## src/rtl/expr_eval_if.sv

```systemverilog
// Character stream in, evaluation status out, for the expression evaluator.
interface expr_eval_if #(
  parameter int WIDTH = 32,
  parameter int DEPTH = 4
);
  logic [7:0]                   in;
  logic                         in_valid;
  logic                         out;
  logic [WIDTH-1:0]             value;
  logic                         err;
  logic [$clog2(DEPTH+1)-1:0]   depth;

  // The character source drives in/in_valid and observes the result.
  modport master (
    output in, in_valid,
    input  out, value, err, depth
  );

  // The evaluator consumes characters and reports the result.
  modport slave (
    input  in, in_valid,
    output out, value, err, depth
  );
endinterface

```

## src/rtl/expr_eval.sv

```systemverilog
// Streaming evaluator for '+' / '*' / parenthesised decimal expressions.
// One character is consumed per accepted cycle.
// The running result is kept as S + P*N, so precedence needs no operator stack.
// Only (S,P) is saved across a '(' and restored at the matching ')'.
module expr_eval #(
  parameter int WIDTH = 32,
  parameter int DEPTH = 4
) (
  input  logic        clk,
  input  logic        clr_n,
  expr_eval_if.slave  bus
);

  localparam int DW = $clog2(DEPTH + 1);
  localparam int IW = (DEPTH > 1) ? $clog2(DEPTH) : 1;

  localparam logic [DW-1:0]    DEPTH_MAX = DW'(DEPTH);
  localparam logic [DW-1:0]    DEP_ONE   = DW'(1);
  localparam logic [WIDTH-1:0] ONE       = WIDTH'(1);
  localparam logic [WIDTH-1:0] TEN       = WIDTH'(10);

  localparam logic [7:0] CH_PLUS = 8'h2B;
  localparam logic [7:0] CH_STAR = 8'h2A;
  localparam logic [7:0] CH_LP   = 8'h28;
  localparam logic [7:0] CH_RP   = 8'h29;

  typedef enum logic [1:0] {OPND, NUM, CLOSE, ERR} state_t;

  state_t           state, state_nxt;
  logic [WIDTH-1:0] s, p, n;
  logic [DW-1:0]    dep;
  logic [WIDTH-1:0] stack_s [DEPTH];
  logic [WIDTH-1:0] stack_p [DEPTH];

  logic [WIDTH-1:0] prod, cur;
  logic             is_digit, is_op, is_lp, is_rp, at_max, at_zero;
  logic             do_digit, do_mul, do_add, do_push, do_pop;
  logic [IW-1:0]    push_idx, pop_idx;

  assign prod     = p * n;
  assign cur      = s + prod;
  assign is_digit = (bus.in >= 8'h30) && (bus.in <= 8'h39);
  assign is_op    = (bus.in == CH_PLUS) || (bus.in == CH_STAR);
  assign is_lp    = (bus.in == CH_LP);
  assign is_rp    = (bus.in == CH_RP);
  assign at_max   = (dep == DEPTH_MAX);
  assign at_zero  = (dep == '0);
  assign push_idx = IW'(dep);
  assign pop_idx  = IW'(dep - DEP_ONE);

  // State register; a reset always lands in OPND regardless of the character.
  always_ff @(posedge clk) begin
    if (!clr_n) state <= OPND;
    else        state <= state_nxt;
  end

  // Next-state decode plus datapath strobes; any move into ERR raises no strobe so the datapath freezes.
  always_comb begin
    state_nxt = state;
    do_digit  = 1'b0;
    do_mul    = 1'b0;
    do_add    = 1'b0;
    do_push   = 1'b0;
    do_pop    = 1'b0;
    if (bus.in_valid) begin
      unique case (state)
        OPND: begin
          if (is_digit) begin
            state_nxt = NUM;
            do_digit  = 1'b1;
          end else if (is_lp && !at_max) begin
            state_nxt = OPND;
            do_push   = 1'b1;
          end else begin
            state_nxt = ERR;
          end
        end
        NUM: begin
          if (is_digit) begin
            state_nxt = NUM;
            do_digit  = 1'b1;
          end else if (is_op) begin
            state_nxt = OPND;
            do_mul    = (bus.in == CH_STAR);
            do_add    = (bus.in == CH_PLUS);
          end else if (is_rp && !at_zero) begin
            state_nxt = CLOSE;
            do_pop    = 1'b1;
          end else begin
            state_nxt = ERR;
          end
        end
        CLOSE: begin
          if (is_op) begin
            state_nxt = OPND;
            do_mul    = (bus.in == CH_STAR);
            do_add    = (bus.in == CH_PLUS);
          end else if (is_rp && !at_zero) begin
            state_nxt = CLOSE;
            do_pop    = 1'b1;
          end else begin
            state_nxt = ERR;
          end
        end
        default: state_nxt = ERR;
      endcase
    end
  end

  // Sum/product/operand registers and nesting depth, updated by the strobes.
  always_ff @(posedge clk) begin
    if (!clr_n) begin
      s   <= '0;
      p   <= ONE;
      n   <= '0;
      dep <= '0;
    end else begin
      if (do_digit) n <= n * TEN + WIDTH'(bus.in[3:0]);
      if (do_mul) begin
        p <= prod;
        n <= '0;
      end
      if (do_add) begin
        s <= cur;
        p <= ONE;
        n <= '0;
      end
      if (do_push) begin
        s   <= '0;
        p   <= ONE;
        n   <= '0;
        dep <= dep + DEP_ONE;
      end
      if (do_pop) begin
        n   <= cur;
        s   <= stack_s[pop_idx];
        p   <= stack_p[pop_idx];
        dep <= dep - DEP_ONE;
      end
    end
  end

  // Save the outer (S,P) on '('; entries above the depth pointer are never read, so no reset is needed.
  always_ff @(posedge clk) begin
    if (clr_n && do_push) begin
      stack_s[push_idx] <= s;
      stack_p[push_idx] <= p;
    end
  end

  // Outputs come straight from registered state.
  always_comb begin
    bus.out   = ((state == NUM) || (state == CLOSE)) && at_zero;
    bus.value = cur;
    bus.err   = (state == ERR);
    bus.depth = dep;
  end

endmodule

```

## src/flat_wrapper.sv

```systemverilog
// flat-port wrapper written by rule: the top's interface ports become plain ports
module expr_eval_flat 
#(
  parameter int WIDTH = 32,
  parameter int DEPTH = 4
)
  (clk, clr_n, bus_in, bus_in_valid, bus_out, bus_value, bus_err, bus_depth);
  expr_eval_if #(.WIDTH(WIDTH), .DEPTH(DEPTH)) bus_i ();
  input  logic clk;
  input  logic clr_n;
  input wire logic [$bits(bus_i.in)-1:0] bus_in;
  input wire logic [$bits(bus_i.in_valid)-1:0] bus_in_valid;
  output wire logic [$bits(bus_i.out)-1:0] bus_out;
  output wire logic [$bits(bus_i.value)-1:0] bus_value;
  output wire logic [$bits(bus_i.err)-1:0] bus_err;
  output wire logic [$bits(bus_i.depth)-1:0] bus_depth;
  assign bus_i.in = bus_in;
  assign bus_i.in_valid = bus_in_valid;
  assign bus_out = bus_i.out;
  assign bus_value = bus_i.value;
  assign bus_err = bus_i.err;
  assign bus_depth = bus_i.depth;
  expr_eval #(.WIDTH(WIDTH), .DEPTH(DEPTH)) u_core (.clk(clk), .clr_n(clr_n), .bus(bus_i));
endmodule
```

## config.mk

```make
export PLATFORM = sky130hd
export DESIGN_NAME = expr_eval_flat
export DESIGN_NICKNAME = d
export VERILOG_FILES = /design/src/rtl/expr_eval_if.sv /design/src/rtl/expr_eval.sv /design/src/flat_wrapper.sv
export SDC_FILE = /design/constraint.sdc
export NUM_CORES = 2
export LEC_CHECK = 0
export CAP_MARGIN = 10
export CELL_PAD_IN_SITES_DETAIL_PLACEMENT = 0
export CELL_PAD_IN_SITES_GLOBAL_PLACEMENT = 1
export CORE_AREA = 2 2 335 204
export DETAILED_ROUTE_END_ITERATION = 16
export DIE_AREA = 0 0 337 206
export HOLD_SLACK_MARGIN = 0.12
export PLACE_DENSITY = 0.88
export REMOVE_ABC_BUFFERS = 1
export SKIP_LAST_GASP = 1
export SYNTH_ARGS = -nofsm -noshare
export SYNTH_HDL_FRONTEND = slang
export SYNTH_SLANG_ARGS = --single-unit
```

## constraint.sdc

```tcl
create_clock -name clk -period 22.2 [get_ports clk]
set_input_delay 4.44 -clock clk [delete_from_list [all_inputs] [get_ports clk]]
set_output_delay 4.44 -clock clk [all_outputs]
set_load 0.1 [all_outputs]
```

==> summary.md <==
| Metric | Value |
|---|---|
| CTS tree | yes |
| Ys async rst share | 0% |
| GRT Util Overall | between 20% and 30% |
| Ys Warns | 0 |
| DR iter-0 viols | 2,692 |
| Synth top area cells | fa_1, edfxtp_1, ha_1, dfxtp_1, inv_1 |
| Placer congestion estimate | 0.9489 |
| TritonCTS Buffers | 28 |
| Dpl cells | around 4,000 |
| Final setup vio count | 0 |
| CP max stage delay | roughly 1.1 ns |
| WL final | about 91,000 um |
| Fraction of the yosys area taken by sequential cells | approximately 30% |
| Ports | 48 |
| Core area | around 67,000 sq um |
| Fmax | roughly 0.062 GHz |
| Status | finished, final reports clean |
| CP max FO | 28 |
| R2R depth | 37 |
| Slew Limit Fails | 0 |
| Power Density | 36.56 nW/um^2 |
| Die area | just under 70,000 sq um |
| Period utilization | around 73% |
| Synth top area share | between 20% and 30% |
| Final Skew | 0.02272 ns |
| Via density | roughly 5.8 |
| Final core area utilization | between 50% and 60% |
| Most numerous cell in the Yosys netlist | inv_1 |
| Vias in the first global route | about 24,000 |
| Top cells by count, synth | inv_1, nand2_1, fa_1 |
| Via count | ~23,000 |
| Clock Latency Late Sink | around 0.60 ns |
| Worst Max-Slew Pin Slew | 1.355 ns |
| Synthesized area | 32,980 sq um |
| Clock-pin slew on the worst setup and hold paths | 0.08 ns |
| HP Class | reg2reg |
| Hold Path Depth | 1 |
| Worst setup SP type | register |
| Max clock buf depth | 3 |
| First-pass GRT wire length | between 100,000 and 150,000 um |
| CTS root buffer | clkbuf_16 |
| Post-route DRC | 0 |
| Reg area | 9713 sq um |
| Die width | between 300 and 400 um |
| WL/cell | 22.40 um |
| Slew headroom | 9.572% |
| Crit Path Class | reg2out |
| Initial core utilization | 49.27% |
| Die height | 206 um |
| Largest net degree at the start of global routing | between 60 and 70 |
| Req. time, crit path | 17.76 ns |
| Post-synthesis cell type count | 64 |
| Yosys reg bits | 357 |
| Min Clock Period, post-route | 16.11 ns |
| Top cell type by total area after synthesis | fa_1 |
| CP arrival | 11.67 ns |
| Layout area overhead | 7.264% |
| Static Leak | 15.98 nW |
| Post-CTS sizing | 0 |
| Antenna Nets Post-Route | 0 |
| Unrepaired setup endpoints after global routing | no |
| Setup_tns | 0 ns |
| Post-synth top flop | edfxtp_1 |
| Worst R2R Setup Slack | 11.80 ns |
| # H-tree levels | 1 |
| Detailed placement HPWL | between 60,000 and 70,000 um |
| Syn Area/Cell | 10.49 sq um |
| Sinks on Clock Net | between 300 and 400 |
| # port buffers | 47 |
| CP Capture Type | primary output |
| FILL cells | 5,800 |
| Cts hold-fix bufs | 0 |
| Nets@finish | 3,761 |
| Share of cells above drive strength 1 | under 10% |
| Post-synth EDFFs | 256 |
| Number of diodes | 0 |
| # rows | 74 |
| Max Cap Violations | 0 |
| Drt pass-1 iters | 6 |
| CP dominant cell by count | fa_1 |
| Multi-input gate area | approximately 21,000 sq um |
| Post-CTS Setup Inserts | 0 |
| Final hold vios | 0 |
| Syn Inst Count | 3,143 |
| Grt ovf | 0 |
| Critical path's slowest cell | clkdlybuf4s50_1 |
| Finished Layout Cells | 4,049 |
| Max VDD drop | 0.00005231 V |
| Initial antenna violation count | 0 |
[where the power goes]
part           internal, W   total, W  switching [W]  leakage [nW]
clock             0.000277   0.000530       0.000253         0.453
sequential        0.000705   0.000709     0.00000325          3.22
combinational    0.0000168  0.0000552      0.0000384          12.3
total             0.000999    0.00129       0.000295          16.0
[cells in the final DEF (no fill, tap or decap), drive strengths merged, types with 23 or more instances in the layout]
| cell | count |
|---|---|
| inv | 442 |
| xnor2 | 121 |
| dfxtp | 101 |
| mux4 | 64 |
| fa | 411 |
| o21ai | 133 |
| clkdlybuf4s50 | 46 |
| nor2 | 77 |
| edfxtp | 256 |
| buf | 56 |
| xor2 | 46 |
| clkbuf | 41 |
| a21oi | 116 |
| ha | 224 |
| nor2b | 23 |
| nand2 | 412 |
| a21o | 38 |
| and2 | 260 |
| nand3 | 33 |
[state kept, by name (all words and copies together), names as in the netlist]
signal and flops:
u_core.p 32, u_core.state 2, u_core.stack_p 128, u_core.s 32, u_core.n 32, u_core.bus.depth 3, u_core.stack_s 128
[through the flow]
| stage | power (W) | setup slack [ns] | hold slack (ns) | area (sq um) |
|---|---|---|---|---|
| after floorplan | 0.0007562 | 5.154 | 0.4765 | 32380 |
| after global placement | 0.0007774 | 7.005 | 0.4818 | 34460 |
| after detailed placement | 0.0007775 | 6.944 | 0.4874 | 34460 |
| after CTS | 0.001294 | 6.292 | 0.5051 | 35380 |
| after global routing | 0.001323 | 5.630 | 0.5181 | 35380 |
| final | 0.001294 | 6.092 | 0.5029 | 35380 |
[cells by family after synthesis]
logic type	after synthesis	synth area share, %
DFF	357	29.44
muxes	66	4.431
adders and majority gates	635	33.44
buffers and inverters	599	6.817
xor gates and xnor gates	167	4.457
and+or+nand+nor	883	12.93
AOI/OAI and AO/OA	436	8.490
[critical path, delay by kind of cell, from the launching register on]
family | cells | cell delay, ns
DFF | 1 | 0.62
xor gates and xnor gates | 2 | 0.45
adders and majority gates | 10 | 4.01
buffers and inverters | 7 | 1.89
AOI/OAI and AO/OA | 12 | 2.18
and+or+nand+nor | 6 | 1.91
[layout make-up]
class | count | area share (%)
Clock buffer | 41 | 2.263
Clock inverter | 11 | 0.3430
Inverter | 439 | 4.657
Multi-Input combinational cell | 2187 | 59.57
Sequential cell | 357 | 27.45
Tap cell | 912 | 3.225
Timing Repair Buffer | 102 | 2.490
[layer usage]
layer	GRT usage (%)	wire length [um]
met1	42.05	41360
met2	37.71	36850
met3	8.107	11270
met4	3.795	1237
met5	0	0
[final timing paths]
kind                     from             to
setup / recovery  u_core.n[4]  bus_value[31]
hold reg to reg   u_core.n[0]    u_core.n[0]
hold / removal    u_core.n[0]    u_core.n[0]
setup reg to reg  u_core.n[4]   u_core.n[31]
Power figures use the tool's default switching activity.
